`src/rtl/bcd_clock_counter_pkg.sv`:
```
// Shared BCD types, limits and digit arithmetic for the time-of-day counter.
package bcd_clock_counter_pkg;

   typedef logic [3:0] bcd_digit_t;
   typedef logic [7:0] bcd_byte_t;

   localparam int unsigned BCD_MAX_UNIT    = 32'd9;
   localparam int unsigned BCD_MAX_TENS_MS = 32'd5;

   function automatic logic bcd_valid(input bcd_byte_t v, input int unsigned tens_max);
      return ({28'd0, v[3:0]} <= BCD_MAX_UNIT) && ({28'd0, v[7:4]} <= tens_max);
   endfunction

   function automatic int unsigned bcd_to_bin(input bcd_byte_t v);
      return ({28'd0, v[7:4]} * 32'd10) + {28'd0, v[3:0]};
   endfunction

   function automatic bcd_byte_t bin_to_bcd(input int unsigned n);
      return {4'(n / 32'd10), 4'(n % 32'd10)};
   endfunction

   // Legal digits and a value strictly below the modulus
   function automatic logic bcd_check_mod(input bcd_byte_t v, input int unsigned modulus);
      return bcd_valid(v, (modulus - 32'd1) / 32'd10) && (bcd_to_bin(v) < modulus);
   endfunction

   function automatic bcd_byte_t bcd_inc_mod(input bcd_byte_t v, input bcd_byte_t last);
      bcd_byte_t r;
      if (v == last) begin
         r = 8'h00;
      end else if (v[3:0] == 4'd9) begin
         r = {v[7:4] + 4'd1, 4'd0};
      end else begin
         r = {v[7:4], v[3:0] + 4'd1};
      end
      return r;
   endfunction

endpackage

```
`src/rtl/bcd_clock_counter_mod_counter.sv`:
```
// One packed-BCD digit pair counting 00..MOD-1 with validated load and a
// registered wrap pulse aligned with the 00 value.
module bcd_mod_counter
   import bcd_clock_counter_pkg::*;
#(
   parameter int unsigned MOD = 60
) (
   input  logic      CP,
   input  logic      CR,
   input  logic      inc,
   input  logic      ld,
   input  bcd_byte_t d,
   output bcd_byte_t q,
   output logic      wrap
);

   localparam bcd_byte_t LAST = bin_to_bcd(MOD - 32'd1);

   bcd_byte_t q_d, q_q;
   logic      wrap_d, wrap_q;

   // Load beats increment; wrap is only raised by the increment that leaves LAST
   always_comb begin
      q_d    = q_q;
      wrap_d = 1'b0;
      if (ld) begin
         q_d = bcd_check_mod(d, MOD) ? d : 8'h00;
      end else if (inc) begin
         q_d    = bcd_inc_mod(q_q, LAST);
         wrap_d = (q_q == LAST);
      end else begin
         q_d = q_q;
      end
   end

   // State register
   always_ff @(posedge CP or negedge CR) begin
      if (!CR) begin
         q_q    <= 8'h00;
         wrap_q <= 1'b0;
      end else begin
         q_q    <= q_d;
         wrap_q <= wrap_d;
      end
   end

   assign q    = q_q;
   assign wrap = wrap_q;

endmodule

```
`src/rtl/bcd_clock_counter.sv`:
```
// Time-of-day counter (hh:mm:ss, packed BCD) driven by a 1 Hz tick.
// Optional alarm comparator is compiled in with BCD_CLOCK_ALARM_EN.
module bcd_clock_counter
   import bcd_clock_counter_pkg::*;
#(
   parameter int unsigned HOUR_MOD = 24
) (
   input  logic       CP,
   input  logic       CR,
   input  logic       TICK,
   input  logic       EN,
   input  logic       LD,
   input  logic [7:0] D_H,
   input  logic [7:0] D_M,
   input  logic [7:0] D_S,
`ifdef BCD_CLOCK_ALARM_EN
   input  logic       AL_LD,
   input  logic [7:0] AL_H,
   input  logic [7:0] AL_M,
   output logic       ALARM,
`endif
   output logic [7:0] Q_H,
   output logic [7:0] Q_M,
   output logic [7:0] Q_S,
   output logic       Co_S,
   output logic       Co_M,
   output logic       Co_D
);

   logic cnt_s, ld_s, sec_last_s, min_last_s, inc_m_s, inc_h_s;

   assign cnt_s      = TICK & EN;
   assign ld_s       = ~LD;
   assign sec_last_s = (Q_S == 8'h59);
   assign min_last_s = (Q_M == 8'h59);
   assign inc_m_s    = cnt_s & sec_last_s;
   assign inc_h_s    = inc_m_s & min_last_s;

   bcd_mod_counter #(.MOD(32'd60)) u_sec (
      .CP(CP), .CR(CR), .inc(cnt_s), .ld(ld_s), .d(D_S), .q(Q_S), .wrap(Co_S)
   );

   bcd_mod_counter #(.MOD(32'd60)) u_min (
      .CP(CP), .CR(CR), .inc(inc_m_s), .ld(ld_s), .d(D_M), .q(Q_M), .wrap(Co_M)
   );

   bcd_mod_counter #(.MOD(HOUR_MOD)) u_hour (
      .CP(CP), .CR(CR), .inc(inc_h_s), .ld(ld_s), .d(D_H), .q(Q_H), .wrap(Co_D)
   );

`ifdef BCD_CLOCK_ALARM_EN
   localparam bcd_byte_t H_LAST = bin_to_bcd(HOUR_MOD - 32'd1);

   logic [7:0] al_h_d, al_h_q, al_m_d, al_m_q;
   logic [7:0] nxt_h_s, nxt_m_s;
   logic       alarm_d, alarm_q, hit_s;

   // Look ahead to the time this edge will produce; a hit always lands on ss=00
   always_comb begin
      nxt_m_s = sec_last_s ? bcd_inc_mod(Q_M, 8'h59) : Q_M;
      nxt_h_s = (sec_last_s && min_last_s) ? bcd_inc_mod(Q_H, H_LAST) : Q_H;
      hit_s   = cnt_s & LD & sec_last_s & (nxt_h_s == al_h_q) & (nxt_m_s == al_m_q);
   end

   // Alarm load clears the flag and wins over a simultaneous hit
   always_comb begin
      al_h_d  = al_h_q;
      al_m_d  = al_m_q;
      alarm_d = alarm_q;
      if (!AL_LD) begin
         al_h_d  = bcd_check_mod(AL_H, HOUR_MOD) ? AL_H : 8'h00;
         al_m_d  = bcd_check_mod(AL_M, 32'd60) ? AL_M : 8'h00;
         alarm_d = 1'b0;
      end else if (hit_s) begin
         alarm_d = 1'b1;
      end else begin
         alarm_d = alarm_q;
      end
   end

   // Alarm registers
   always_ff @(posedge CP or negedge CR) begin
      if (!CR) begin
         al_h_q  <= 8'h00;
         al_m_q  <= 8'h00;
         alarm_q <= 1'b0;
      end else begin
         al_h_q  <= al_h_d;
         al_m_q  <= al_m_d;
         alarm_q <= alarm_d;
      end
   end

   assign ALARM = alarm_q;
`endif

endmodule

```
`config.mk`:
```
export PLATFORM = sky130hd
export DESIGN_NAME = bcd_clock_counter
export DESIGN_NICKNAME = d
export VERILOG_FILES = /design/src/rtl/bcd_clock_counter_pkg.sv /design/src/rtl/bcd_clock_counter_mod_counter.sv /design/src/rtl/bcd_clock_counter.sv
export SDC_FILE = /design/constraint.sdc
export NUM_CORES = 1
export LEC_CHECK = 0
export CORE_UTILIZATION = 30
export CTS_BUF_LIST = sky130_fd_sc_hd__clkbuf_2
export CTS_CLUSTER_DIAMETER = 100
export DETAILED_ROUTE_END_ITERATION = 10
export PLACE_DENSITY_LB_ADDON = 0.3
export SLEW_MARGIN = 20
export SYNTH_ARGS = -nofsm -noshare
export SYNTH_HDL_FRONTEND = slang
export SYNTH_SLANG_ARGS = --single-unit
```
`constraint.sdc`:
```
create_clock -name CP -period 1.7 [get_ports CP]
set_input_delay 0.34 -clock CP [delete_from_list [all_inputs] [get_ports CP]]
set_output_delay 0.34 -clock CP [all_outputs]
set_load 0.02 [all_outputs]
```
# Word level (Yosys, flattened, before mapping)
# Cells that the tools add are included.
[op_classes]
n_bitwise = 3
n_mul = 3
n_lt_le_gt_ge = 9
n_eq_ne = 12
reduce_logical = 9
mux = 21
add_sub_neg = 9
[ops]
columns = ["cell", "count"]
rows = [
  ["2-to-1 mux 8 bit", 15],
  ["less-than comparator 32 x 6 -> 1 bit, second input constant", 2],
  ["less-than comparator 32 x 5 -> 1 bit, second input constant", 1],
  ["adder 8 x 4 -> 9 bit", 3],
  ["adder 4 x 1 -> 4 bit, second input constant", 6],
  ["multiplier 4 x 3 -> 7 bit, second input constant", 3],
  ["== test 8 x 7 -> 1 bit, second input constant", 2],
  ["== test 4 bit, second input constant", 3],
  ["<= comparator 4 bit, second input constant", 3],
  ["inequality test 3 x 1 -> 1 bit, second input constant", 3],
  ["== test 8 x 6 -> 1 bit, second input constant", 1],
  ["<= comparator 4 x 3 -> 1 bit, second input constant", 2],
  ["logical AND 1 bit", 6],
  ["2-to-1 mux 1 bit", 6],
  ["inequality test 2 x 1 -> 1 bit, second input constant", 3],
  ["AND reduction 2 bit", 3],
  ["<= comparator 4 x 2 -> 1 bit, second input constant", 1],
  ["bitwise AND 1 bit", 3],
]
[totals]
output_inout_bits = 27
reg_bits = 27
inputBits = 29

# Logic depth before layout (Yosys ltp)
# Gate-level depths: netlist of the first run.
[depth]
word_depth = 6
ltp_mapped = 9
mapped_depth_nobuf = 8

# Cells and area by module
# A second synthesis of the first run with hierarchy kept.
[unflattened]
hier_cells = 251
hier_area_um2 = 2391.0
[by_module_without_submodules]
columns = ["mod", "n_inst", "area_each_um2", "cells_each", "seq_area_each_um2"]
rows = [
  ["bcd_mod_counter at u_min", 1, 820.8, 81, 225.2],
  ["bcd_mod_counter at u_sec", 1, 777.0, 87, 225.2],
  ["bcd_mod_counter at u_hour", 1, 725.7, 75, 225.2],
  ["bcd_clock_counter", 1, 67.6, 8, 0.0],
]

# Least setup slack after synthesis of the first run
# OpenSTA, ideal clock, no wires.
[synth_path]
path_type = "input to register"
from = "input port D_S[5]"
to = "register u_sec.q_q[1], in the netlist u_sec.q[1]"
stages = 9
required_ns = 1.618
n_path_buf = 1
setup_ns = 0.082
setup_slack_ns = -0.467
t_arrival_ns = 2.085
path_cell_list = "ha_1 ha_1 fa_1 nand4_1 o21ai_0 and3_1 clkbuf_1 a31oi_1 a31oi_1"
[synth_between]
elab_chain_len = 6
[synth_lines]
columns = ["item", "line_no", "text"]
rows = [
  ["from (decl)", "bcd_clock_counter.sv:15", "input logic [7:0] D_S,"],
  ["multiplier 4 x 3 -> 7 bit", "bcd_clock_counter_pkg.sv:15", "return ({28'd0, v[7:4]} * 32'd10) + {28'd0, v[3:0]};"],
  ["adder 8 x 4 -> 9 bit", "bcd_clock_counter_pkg.sv:15", ""],
  ["less-than comparator 32 x 6 -> 1 bit", "bcd_clock_counter_pkg.sv:24", "return bcd_valid(v, (modulus - 32'd1) / 32'd10) && (bcd_to_bin(v) < modulus);"],
  ["logical AND 1 bit (*)", "bcd_clock_counter_pkg.sv:24", ""],
  ["2-to-1 mux 8 bit (*)", "bcd_clock_counter_mod_counter.sv:27", "q_d = bcd_check_mod(d, MOD) ? d : 8'h00;"],
  ["2-to-1 mux 8 bit (*)", "bcd_clock_counter_mod_counter.sv:26", "if (ld) begin"],
  ["to (signal assigned)", "bcd_clock_counter_mod_counter.sv:42", "q_q <= q_d;"],
  ["to (decl)", "bcd_clock_counter_mod_counter.sv:19", "bcd_byte_t q_d, q_q;"],
]
# Every way passes the cells marked *; elsewhere a longest branch is shown, timed or not.
# A chain may end at the register's enable or synchronous reset.

# Worst setup path after layout of the first run
[layout_path]
from = "input port D_M[7]"
to = "register u_min.q_q[2], in the netlist u_min.q[2]"
[layout_between]
elab_chain_len = 6
[layout_lines]
columns = ["item", "line_no", "text"]
rows = [
  ["from (decl)", "bcd_clock_counter.sv:14", "input logic [7:0] D_M,"],
  ["multiplier 4 x 3 -> 7 bit", "bcd_clock_counter_pkg.sv:15", ""],
  ["adder 8 x 4 -> 9 bit", "bcd_clock_counter_pkg.sv:15", ""],
  ["less-than comparator 32 x 6 -> 1 bit", "bcd_clock_counter_pkg.sv:24", ""],
  ["logical AND 1 bit (*)", "bcd_clock_counter_pkg.sv:24", ""],
  ["2-to-1 mux 8 bit (*)", "bcd_clock_counter_mod_counter.sv:27", ""],
  ["2-to-1 mux 8 bit (*)", "bcd_clock_counter_mod_counter.sv:26", ""],
  ["to (signal assigned)", "bcd_clock_counter_mod_counter.sv:42", ""],
  ["to (decl)", "bcd_clock_counter_mod_counter.sv:19", ""],
]
# Marks and branches as above.

==> results of run 1 <==
[layout make-up]
cell class	instances	area (um^2)	share of cell area, %
Clock inverter	1	5.00	0.122
Inverter	20	75.1	1.83
Tap cell	102	128	3.11
Clock buffer	3	15.0	0.365
Multi-Input combinational cell	205	2000	48.6
Timing Repair Buffer	148	1210	29.4
Sequential cell	27	682	16.6
[state kept, by name (all words and copies together) (netlist names)]
name / flops
u_sec.wrap: 1
u_hour.q: 8
u_min.wrap: 1
u_min.q: 8
u_hour.wrap: 1
u_sec.q: 8
[logic make-up after synthesis]
logic type | synth area share [%]
XOR/XNOR | 2.96
AND/OR/NAND/NOR | 21.2
buffers and inverters | 3.75
flip-flops | 28.5
multiplexers | 2.54
adder cells (fa/ha/maj) | 19.0
AO/OA/AOI/OAI | 22.0
[cell usage in the layout, fill, tap and decap left out, types with 3 or more instances in the layout]
master           count
nor2_1              24
a31oi_1              7
dfrtp_2              5
nand3b_1             4
nand4_1              6
inv_2                7
xor2_1               5
buf_6                9
nand2_1             12
o21ai_0              6
inv_1               13
nand3_1              6
clkdlybuf4s50_1     11
buf_2                8
buf_4               87
a21oi_2              4
o21ai_1              7
nand3b_4             3
mux2i_1              6
fa_2                 3
ha_1                14
a21oi_1             14
o21ai_2              6
clkbuf_2             6
dlygate4sd2_1       18
a211oi_2             4
clkdlybuf4s15_1      8
dfrtp_1             22
nand2b_1             4
ha_4                14
[timing repair]
action / CTS / global route
endpoints found under the setup margin: 52 / 34
pin swaps: 47 / 17
resized for setup: 148 / 28
buffers inserted: 15 / 6
hold buffers: 0 / 0
[power by group]
| part | switching [mW] | internal [mW] | total, mW |
|---|---|---|---|
| combinational | 0.563 | 0.577 | 1.14 |
| sequential | 0.0402 | 0.700 | 0.740 |
| clock | 0.206 | 0.0533 | 0.259 |
[metrics by stage]
step | hold WS (ns) | worst slack [ns] | setup TNS, ns | util (%)
finish | 0.295 | -0.152 | -1.68 | 53.5
global route | 0.301 | -0.217 | -3.13 | 53.5
CTS | 0.291 | -0.141 | -1.26 | 52.3
detailed placement | 0.558 | -1.07 | -21.10 | 48.2
global placement | 0.558 | -0.997 | -20.11 | 48.2
floorplan | 0.0444 | -0.394 | -6.04 | -
[layer usage]
layer	track usage, %	up-vias	share of wire, %
li1	-	1244	-
met1	21.4	1229	43
met2	30.8	51	52
met3	2.86	6	3.8
met4	4.23	0	1.2
met5	0	-	0
[final timing paths]
path                             start          end  depth (start not counted)
min in group CP                 D_M[4]   u_min.q[4]                          4
min reg2reg                u_hour.q[7]  u_hour.q[7]                          2
max                             D_M[7]   u_min.q[2]                         10
max reg2reg                u_hour.q[4]  u_hour.q[1]                          8
min                                 CR   u_sec.q[6]                          2
max in group asynchronous           CR   u_min.q[0]                          2
==> impl_summary.log, run 1 <==
[metrics] # diodes: 0
[metrics] Mapped Area: 2370 um^2
[metrics] number of synthesized flops with an enable pin: 0
[metrics] net count after synthesis: 317
[metrics] wire length of the first global-routing pass: 11700 um
[metrics] run status: finished, violations left
[metrics] power density cells: 520 nW/um^2
[metrics] count of placed standard cells including taps: 481
[metrics] cell types with the largest area share after synthesis: dfrtp_1 (29%), ha_1 (15%), fa_1 (4.2%)
[metrics] clock buffer count from CTS: 3
[metrics] clk sink count: 27
[metrics] router iterations before antenna repair: 4
[metrics] Netlist cell types: 54
[metrics] core outline area: 7690 um^2
[metrics] Placed Instance Area: 3710 um^2
[metrics] slack of the worst reg-to-reg path: -0.09 ns
[metrics] Critical Path Most Common Cell: ha_4
[metrics] via count of the first global-routing pass: 2592
[metrics] boundary pin count: 56
[metrics] post-route antenna net violation count: 0
[metrics] number of slew-limit violations in the final report: 0
[metrics] cell taking the most area after synthesis: dfrtp_1
[metrics] Mapped Cells: 255
[metrics] First DRT Iteration DRCs: 139
[metrics] Yosys warnings: 0
[metrics] data arrival time of the worst path: 2.17 ns
[metrics] Initial Utilization: 30.8%
[metrics] share of layout cells above drive strength 1: 47.3%
[metrics] type of destination of the critical path: flop
[metrics] data required time of the worst path: 2.01 ns
[metrics] floorplan die area: 8250 um^2
[metrics] max-cap check violation count: 0
[metrics] Critical-path top delay cell: fa_1
[metrics] Non-Filler Instances: 506
[metrics] row count: 32
[metrics] die span in y: 90.9 um
[metrics] via-per-instance ratio: 5.00
[metrics] drc violations: 0
[metrics] Routed WL per cell: 14.0 um
[metrics] clock tree from TritonCTS: done
[metrics] clock-pin slew on the worst setup and hold paths: 0.28 ns
[metrics] hold violation total from the final report: 0
[metrics] remaining global-route overflow: 0
[metrics] Root Buffer: clkbuf_2
[metrics] most common flop cell mapped by yosys: dfrtp_1
[metrics] Fmax achieved: 540 MHz
[metrics] highest ir drop seen on vdd: 237 uV
[metrics] Final setup viols: 21
[metrics] shortest period the worst path allows: 1.85 ns
[metrics] area fraction of the dominant cell type after synthesis: 28.5%
[metrics] largest net degree at the start of global routing: 28
[metrics] clock tree skew after final layout: 0.0135 ns
[metrics] Fill cells: 730
[metrics] class of the worst hold path: input port to async pin
[metrics] number of input and output port buffers inserted: 55
[metrics] Synth Area per Inst: 9.29 um^2
[metrics] die outline width: 90.9 um
[metrics] total number of vias: 2530
[metrics] Routed WL: 7070 um
[metrics] share of the yosys chip area belonging to registers: 28.5%
[metrics] area added between synthesis and finish: 73.5%
[metrics] class of the most critical setup path: input port to flop
[metrics] dpl hpwl: 5350 um
[metrics] portion of the clock cycle consumed by the worst path in the final layout: 109%
[metrics] Yosys reg bits: 27
[metrics] overall power consumption: 2.14 mW
[metrics] Clock H-tree levels: 1
[metrics] final net count: 467
[metrics] Async SR Flop Fraction: 100%
[metrics] Max stage delay on crit path: 0.49 ns
[metrics] CP delay by family, top: adder cells
[metrics] final worst slack: -0.152 ns
[metrics] maximum fanout along the worst path: 6
[metrics] violated checks: negative setup slack
[metrics] number of buffers between clock root and the deepest sink: 2
[metrics] Worst setup SP type: input port
[metrics] Final Cell Area: 4110 um^2
[metrics] later-pin clock latency in the skew report: 0.37 ns
[metrics] critical-path cell list: buf_8 > ha_4 > ha_4 > fa_1 > nand2_1 > a21oi_2 > o211a_1 > o221ai_2 > buf_6 > o22ai_1
[metrics] leading cell types by count after synthesis: ha_1 (28), dfrtp_1 (27), nor2_1 (25), inv_1 (19), a21oi_1 (18)
[metrics] static power due to leakage: 2.01 nW
[metrics] library cell with the highest instance count after synthesis: ha_1
[metrics] routability cong.: 0.891
[metrics] critical path buffer and inverter count: 2
[metrics] overall track demand over capacity in global routing: 17.2%
[metrics] actual slew at the worst max-slew pin: 0.577 ns
[metrics] Rel. slew slack: 60.5%
[metrics] initial antenna violation count: 0
[metrics] setup repair after global routing missed its margin: yes
No activity file was read; power rests on OpenSTA's default activity.
==> run 2: changes to the inputs <==
--- a/config.mk
+++ b/config.mk
@@ -13,4 +13,5 @@
 export SLEW_MARGIN = 20
 export SYNTH_ARGS = -nofsm -noshare
 export SYNTH_HDL_FRONTEND = slang
+export SYNTH_HIERARCHICAL = 1
 export SYNTH_SLANG_ARGS = --single-unit
==> run 2 against run 1 <==
  * Area after synthesis increased by 0.95%
  * Global-route usage decreased by 0.47 points
  * The run still ends with negative setup slack left
  * Critical endpoint is now u_sec/q[6]
  * Critical path type unchanged
  * First-iteration DRC count decreased by 37%
  * Count of clock-buffer cells in the layout increased by 1
  * Cell count decreased by 3.6%
  * Register-to-register slack about the same
==> impl_summary.log, run 2 <==
[metrics] share of the yosys chip area belonging to registers: 28.3%
[metrics] via count of the first global-routing pass: 2579
[metrics] share of layout cells above drive strength 1: 40.7%
[metrics] number of input and output port buffers inserted: 55
[metrics] clock tree from TritonCTS: done
[metrics] switching fraction of total power: 36.1%
[metrics] data arrival time of the worst path: 2.24 ns
[metrics] # diodes: 0
[metrics] area fraction of the dominant cell type after synthesis: 28.3%
[metrics] class of the most critical setup path: input port to flop
[metrics] most common cell after layout, fill and taps aside: buf_4
[metrics] clk sink count: 27
[metrics] cell types with the largest area share after synthesis: dfrtp_1 (28%), ha_1 (14%), fa_1 (4.2%)
[metrics] number of buffers between clock root and the deepest sink: 2
[metrics] Root Buffer: clkbuf_2
[metrics] largest net degree at the start of global routing: 28
[metrics] static power due to leakage: 1.83 nW
[metrics] area of combinational cells with multiple inputs: 1940 um^2
[metrics] net count after synthesis: 312
[metrics] setup repair after global routing missed its margin: yes
[metrics] clock buffer count from CTS: 3
[metrics] area added between synthesis and finish: 64.6%
[metrics] shortest period the worst path allows: 1.94 ns
[metrics] wire length of the first global-routing pass: 11500 um
[metrics] share of power burned in the clock network: 12.9%
[metrics] portion of the clock cycle consumed by the worst path in the final layout: 114%
[metrics] floorplan die area: 8330 um^2
[metrics] remaining global-route overflow: 0
[metrics] die span in y: 91.3 um
[metrics] switching power: 0.720 mW
[metrics] Mapped Area: 2390 um^2
[metrics] share of power burned in combinational logic: 50.8%
[metrics] post-route antenna net violation count: 0
[metrics] hold violation total from the final report: 0
[metrics] power density cells: 507 nW/um^2
[metrics] overall track demand over capacity in global routing: 16.8%
[metrics] maximum fanout along the worst path: 7
[metrics] violated checks: negative setup slack
[metrics] Clock H-tree levels: 1
[metrics] worst setup slack before clock tree synthesis: -1.12 ns
[metrics] initial antenna violation count: 0
[metrics] clock-pin slew on the worst setup and hold paths: 0.27 ns
[metrics] Final setup viols: 20
[metrics] Netlist cell types: 60
[metrics] Max stage delay on crit path: 0.53 ns
[metrics] boundary pin count: 56
[metrics] Final Core Density: 50.9%
[metrics] final net count: 448
[metrics] Non-Filler Instances: 488
[metrics] critical-path cell list: buf_8 > ha_4 > ha_4 > fa_2 > nand4_1 > a211o_1 > a211o_4 > o211ai_2
[metrics] run status: finished, violations left
[metrics] Routed WL: 6900 um
[metrics] Critical-path top delay cell: fa_2
[metrics] class of the worst hold path: input port to async pin
[metrics] core outline area: 7730 um^2
[metrics] Fill cells: 722
[metrics] type of destination of the critical path: flop
[metrics] count of placed standard cells including taps: 474
[metrics] later-pin clock latency in the skew report: 0.37 ns
[metrics] highest ir drop seen on vdd: 235 uV
[metrics] Reg area: 684 um^2
[metrics] most common flop cell mapped by yosys: dfrtp_1
[metrics] critical path buffer and inverter count: 1
[metrics] actual slew at the worst max-slew pin: 0.436 ns
[metrics] CP delay by family, top: adder cells
[metrics] share of power burned in registers: 36.3%
[metrics] cell taking the most area after synthesis: dfrtp_1
[metrics] die outline width: 91.3 um
[metrics] Initial Utilization: 30.9%
[metrics] First DRT Iteration DRCs: 87
[metrics] via-per-instance ratio: 5.14
[metrics] Synth Area per Inst: 9.53 um^2
[metrics] number of slew-limit violations in the final report: 0
[metrics] row count: 32
[metrics] leading cell types by count after synthesis: dfrtp_1 (27), ha_1 (27), o21ai_0 (19), inv_1 (16), nand2_1 (16)
[metrics] Routed WL per cell: 14.1 um
[metrics] final worst slack: -0.241 ns
[metrics] number of synthesized flops with an enable pin: 0
[metrics] Mapped Cells: 251
[metrics] Yosys warnings: 6
[metrics] Fmax achieved: 515 MHz
[metrics] Yosys reg bits: 27
[metrics] commonest cells after routing, fill and taps aside: buf_4 (77), dlygate4sd2_1 (24), dfrtp_1 (20)
[metrics] Int Pwr: 1.27 mW
[metrics] Rel. slew slack: 70.7%
[metrics] router iterations before antenna repair: 4
[metrics] max-cap check violation count: 0
[metrics] dpl hpwl: 5390 um
[metrics] drc violations: 0
[metrics] routability cong.: 0.888
[metrics] data required time of the worst path: 2.00 ns
[metrics] Worst setup SP type: input port
[metrics] total number of vias: 2508
[metrics] Async SR Flop Fraction: 100%
[metrics] clock tree skew after final layout: 0.0215 ns
[metrics] Critical Path Most Common Cell: ha_4
run 2: cell types whose count changed in the layout (fill, tap and decap cells not counted), moves of 6 or more:
cell,before,now
o21ai_2,6,0
inv_2,7,1
a21oi_1,14,7
buf_4,87,77
o21ai_0,6,18
nand4b_1,1,7
nor2_1,24,3
dlygate4sd2_1,18,24
run 2: path summary, 6_finish.rpt:
kind / startpoint / to / slack (ns) / cells after the start
max: D_S[7] / u_sec/q[6] / -0.24 / 8
min: CR / u_hour/q[4] / 0.30 / 2
max reg2reg: u_hour/q[3] / u_hour/q[2] / -0.10 / 6
min reg2reg: u_sec/q[7] / u_sec/q[7] / 0.62 / 2
max in group asynchronous: CR / u_sec/q[2] / 1.10 / 2
min in group CP: D_S[4] / u_sec/q[4] / 0.37 / 4
run 2: repair_timing:
action / CTS / global route
hold buffers: 0 / 0
pin swaps: 29 / 21
resized for setup: 109 / 21
setup endpoints to repair: 49 / 29
setup buffers: 7 / 3
run 2: final cells by class:
class | count | share of cell area (%)
clock buffer | 4 | 0.509
inverter | 16 | 1.53
multi-input combinational | 205 | 49.3
sequential | 27 | 17.4
tap | 102 | 3.24
timing repair buffer | 134 | 28.1
run 2: cell families after synthesis:
kind of cell,synth area share [%]
buffers and inverters,3.04
XOR/XNOR,2.88
AND/OR/NAND/NOR,24.4
adder cells (fa/ha/maj),18.3
AO/OA/AOI/OAI,21.7
flip-flops,28.3
multiplexers,1.47
run 2: stage by stage:
step	hold slack, ns	power (mW)	area (um^2)	setup TNS, ns
final	0.298	2.00	3940	-3.01
after global routing	0.312	2.13	3940	-3.59
after CTS	0.306	1.97	3840	-3.19
after detailed placement	0.570	1.66	3690	-21.56
after global placement	0.564	1.64	3690	-21.18
after floorplan	0.0444	1.19	2510	-6.77
run 2: power groups by stage:
stage / clock, mW / sequential [mW] / combinational, mW
after floorplan: 0 / 0.830 / 0.365
after global routing: 0.289 / 0.732 / 1.11
after CTS: 0.268 / 0.725 / 0.975
final: 0.257 / 0.724 / 1.01
after global placement: 0 / 0.746 / 0.898
after detailed placement: 0 / 0.748 / 0.914
run 2: layer usage:
metal	part of all wire, %	up-vias	GRT usage (%)
met5	0	-	0
met4	0.30	0	2.51
met3	3.2	2	2.60
met2	51	51	29.9
met1	46	1221	21.7
li1	-	1234	-
==> run 3: changes to the inputs <==
--- a/config.mk
+++ b/config.mk
@@ -5,7 +5,7 @@
 export SDC_FILE = /design/constraint.sdc
 export NUM_CORES = 1
 export LEC_CHECK = 0
-export CORE_UTILIZATION = 30
+export CORE_UTILIZATION = 45
 export CTS_BUF_LIST = sky130_fd_sc_hd__clkbuf_2
 export CTS_CLUSTER_DIAMETER = 100
 export DETAILED_ROUTE_END_ITERATION = 10
==> run 3 against run 2 <==
  * The flow still finishes with violations (negative setup slack)
  * Maximum frequency decreased by 1.3%
  * Setup slack got worse by 0.026 ns
  * Critical path type unchanged
  * Critical endpoint unchanged
  * Register-to-register slack got worse by 0.03 ns
  * Count of clock-buffer cells in the layout decreased by 1
==> impl_summary.log, run 3 (synthesis results as in run 2) <==
[metrics] run status: finished, violations left
[metrics] violated checks: negative setup slack
[metrics] most common cell after layout, fill and taps aside: buf_4
[metrics] Placed Instance Area: 3600 um^2
[metrics] final worst slack: -0.267 ns
[metrics] static power due to leakage: 1.83 nW
[metrics] clk sink count: 27
[metrics] highest ir drop seen on vdd: 307 uV
[metrics] share of layout cells above drive strength 1: 45.7%
[metrics] startpoint of the most critical register-to-register path: u_hour/q[0]
[metrics] power density cells: 519 nW/um^2
[metrics] post-route antenna net violation count: 0
[metrics] routing usage on met1: 33.2%
[metrics] remaining global-route overflow: 0
[metrics] Routed WL per cell: 15.9 um
[metrics] Final setup viols: 23
[metrics] die outline width: 74.9 um
[metrics] Rel. slew slack: 71.3%
[metrics] share of power burned in combinational logic: 51.4%
[metrics] data arrival time of the worst path: 2.30 ns
[metrics] later-pin clock latency in the skew report: 0.37 ns
[metrics] number of buffers between clock root and the deepest sink: 2
[metrics] drc violations: 0
[metrics] CTS hold repair buffers: 0
[metrics] Max stage delay on crit path: 0.53 ns
[metrics] GR met3 Demand/Resource: 2.14%
[metrics] Clock H-tree levels: 1
[metrics] First DRT Iteration DRCs: 124
[metrics] area added between synthesis and finish: 63.9%
[metrics] via count of the first global-routing pass: 2526
[metrics] hold violation total from the final report: 0
[metrics] type of destination of the critical path: flop
[metrics] portion of the clock cycle consumed by the worst path in the final layout: 116%
[metrics] dpl hpwl: 5050 um
[metrics] data required time of the worst path: 2.03 ns
[metrics] critical path buffer and inverter count: 1
[metrics] floorplan die area: 5610 um^2
[metrics] number of input and output port buffers inserted: 55
[metrics] boundary pin count: 56
[metrics] router iterations before antenna repair: 4
[metrics] class of the most critical setup path: input port to flop
[metrics] total number of vias: 2663
[metrics] core outline area: 5110 um^2
[metrics] Int Pwr: 1.28 mW
[metrics] # diodes: 0
[metrics] critical-path cell list: buf_8 > ha_4 > ha_4 > fa_2 > nand4_1 > a211o_1 > a211o_4 > o211ai_2
[metrics] Final Cell Area: 3920 um^2
[metrics] Critical Path Most Common Cell: ha_4
[metrics] count of placed standard cells including taps: 434
[metrics] actual slew at the worst max-slew pin: 0.427 ns
[metrics] routability cong.: 0.860
[metrics] most heavily used metal layer in global routing: met2
[metrics] Initial Utilization: 46.8%
[metrics] setup repair after global routing missed its margin: yes
[metrics] row count: 26
[metrics] Root Buffer: clkbuf_2
[metrics] Worst setup SP type: input port
[metrics] number of slew-limit violations in the final report: 0
[metrics] wire length of the first global-routing pass: 11200 um
[metrics] initial antenna violation count: 0
[metrics] overall track demand over capacity in global routing: 25.9%
[metrics] maximum fanout along the worst path: 7
[metrics] Critical-path top delay cell: fa_2
[metrics] Fill cells: 337
[metrics] Setup crit start: D_S[7]
[metrics] global routing usage on met2: 48.3%
[metrics] CP delay by family, top: adder cells
[metrics] die span in y: 74.9 um
[metrics] clock-pin slew on the worst setup and hold paths: 0.27 ns
[metrics] Fmax achieved: 508 MHz
[metrics] Final Core Density: 76.8%
[metrics] switching fraction of total power: 37.1%
[metrics] commonest cells after routing, fill and taps aside: buf_4 (75), dfrtp_1 (20), o21ai_0 (17), ha_1 (17)
[metrics] share of power burned in registers: 35.6%
[metrics] largest net degree at the start of global routing: 28
[metrics] overall power consumption: 2.03 mW
[metrics] class of the worst hold path: input port to async pin
[metrics] share of power burned in the clock network: 13.1%
[metrics] shortest period the worst path allows: 1.97 ns
[metrics] clock buffer count from CTS: 3
[metrics] clock tree from TritonCTS: done
[metrics] clock tree skew after final layout: 0.0140 ns
[metrics] switching power: 0.754 mW
[metrics] final net count: 447
[metrics] Non-Filler Instances: 455
[metrics] Routed WL: 7250 um
[metrics] via-per-instance ratio: 5.85
[metrics] max-cap check violation count: 0
==> run 3: layout make-up <==
class / count / area, um^2 / area share (%)
Clock buffer: 3 / 15.0 / 0.383
Timing Repair Buffer: 133 / 1080 / 27.6
Inverter: 16 / 60.1 / 1.53
Sequential cell: 27 / 684 / 17.5
Tap cell: 70 / 87.6 / 2.23
Multi-Input combinational cell: 205 / 1980 / 50.6
Clock inverter: 1 / 8.76 / 0.223
==> run 3: metal layers <==
metal | vias to the layer above | share of wire (%)
met5 | - | 0
met3 | 9 | 5.2
met2 | 88 | 52
met1 | 1335 | 42
met4 | 0 | 0.70
li1 | 1231 | -
==> run 3: worst reg2reg max path: stages, from the launching register on <==
cell and delay [ns]:
dfrtp_1 0.45, buf_4 0.14, ha_1 0.21, and3b_2 0.24
a211o_1 0.32, nor4_1 0.29, a221o_1 0.15
==> run 3: power groups by stage <==
stage,combinational (mW),clock (mW),sequential [mW]
floorplan,0.365,0,0.830
finish,1.04,0.265,0.723
detailed placement,0.890,0,0.745
global placement,0.865,0,0.744
global route,1.14,0.310,0.729
CTS,0.980,0.277,0.720
==> run 3: metrics by stage <==
| step | TNS (ns) | worst slack (ns) | hold WS (ns) |
|---|---|---|---|
| after global routing | -3.94 | -0.231 | 0.256 |
| final | -3.59 | -0.267 | 0.287 |
| after detailed placement | -21.95 | -1.12 | 0.570 |
| after global placement | -20.60 | -1.05 | 0.566 |
| after CTS | -3.44 | -0.229 | 0.263 |
| after floorplan | -6.77 | -0.488 | 0.0444 |
==> run 3: worst paths after layout <==
path | to | slack, ns | cells past startpoint
max in group asynchronous | u_min/q[5] | 1.12 | 2
max | u_sec/q[6] | -0.27 | 8
min in group CP | u_sec/q[4] | 0.33 | 4
min reg2reg | u_sec/q[7] | 0.63 | 2
max reg2reg | u_hour/q[3] | -0.13 | 6
min | u_hour/q[2] | 0.29 | 2
==> run 3: repair_timing <==
| item | 4_1_cts | 5_1_grt |
|---|---|---|
| endpoints found under the setup margin | 48 | 41 |
| pin swaps | 32 | 25 |
| gates resized for setup | 116 | 55 |
| setup buffers | 10 | 7 |
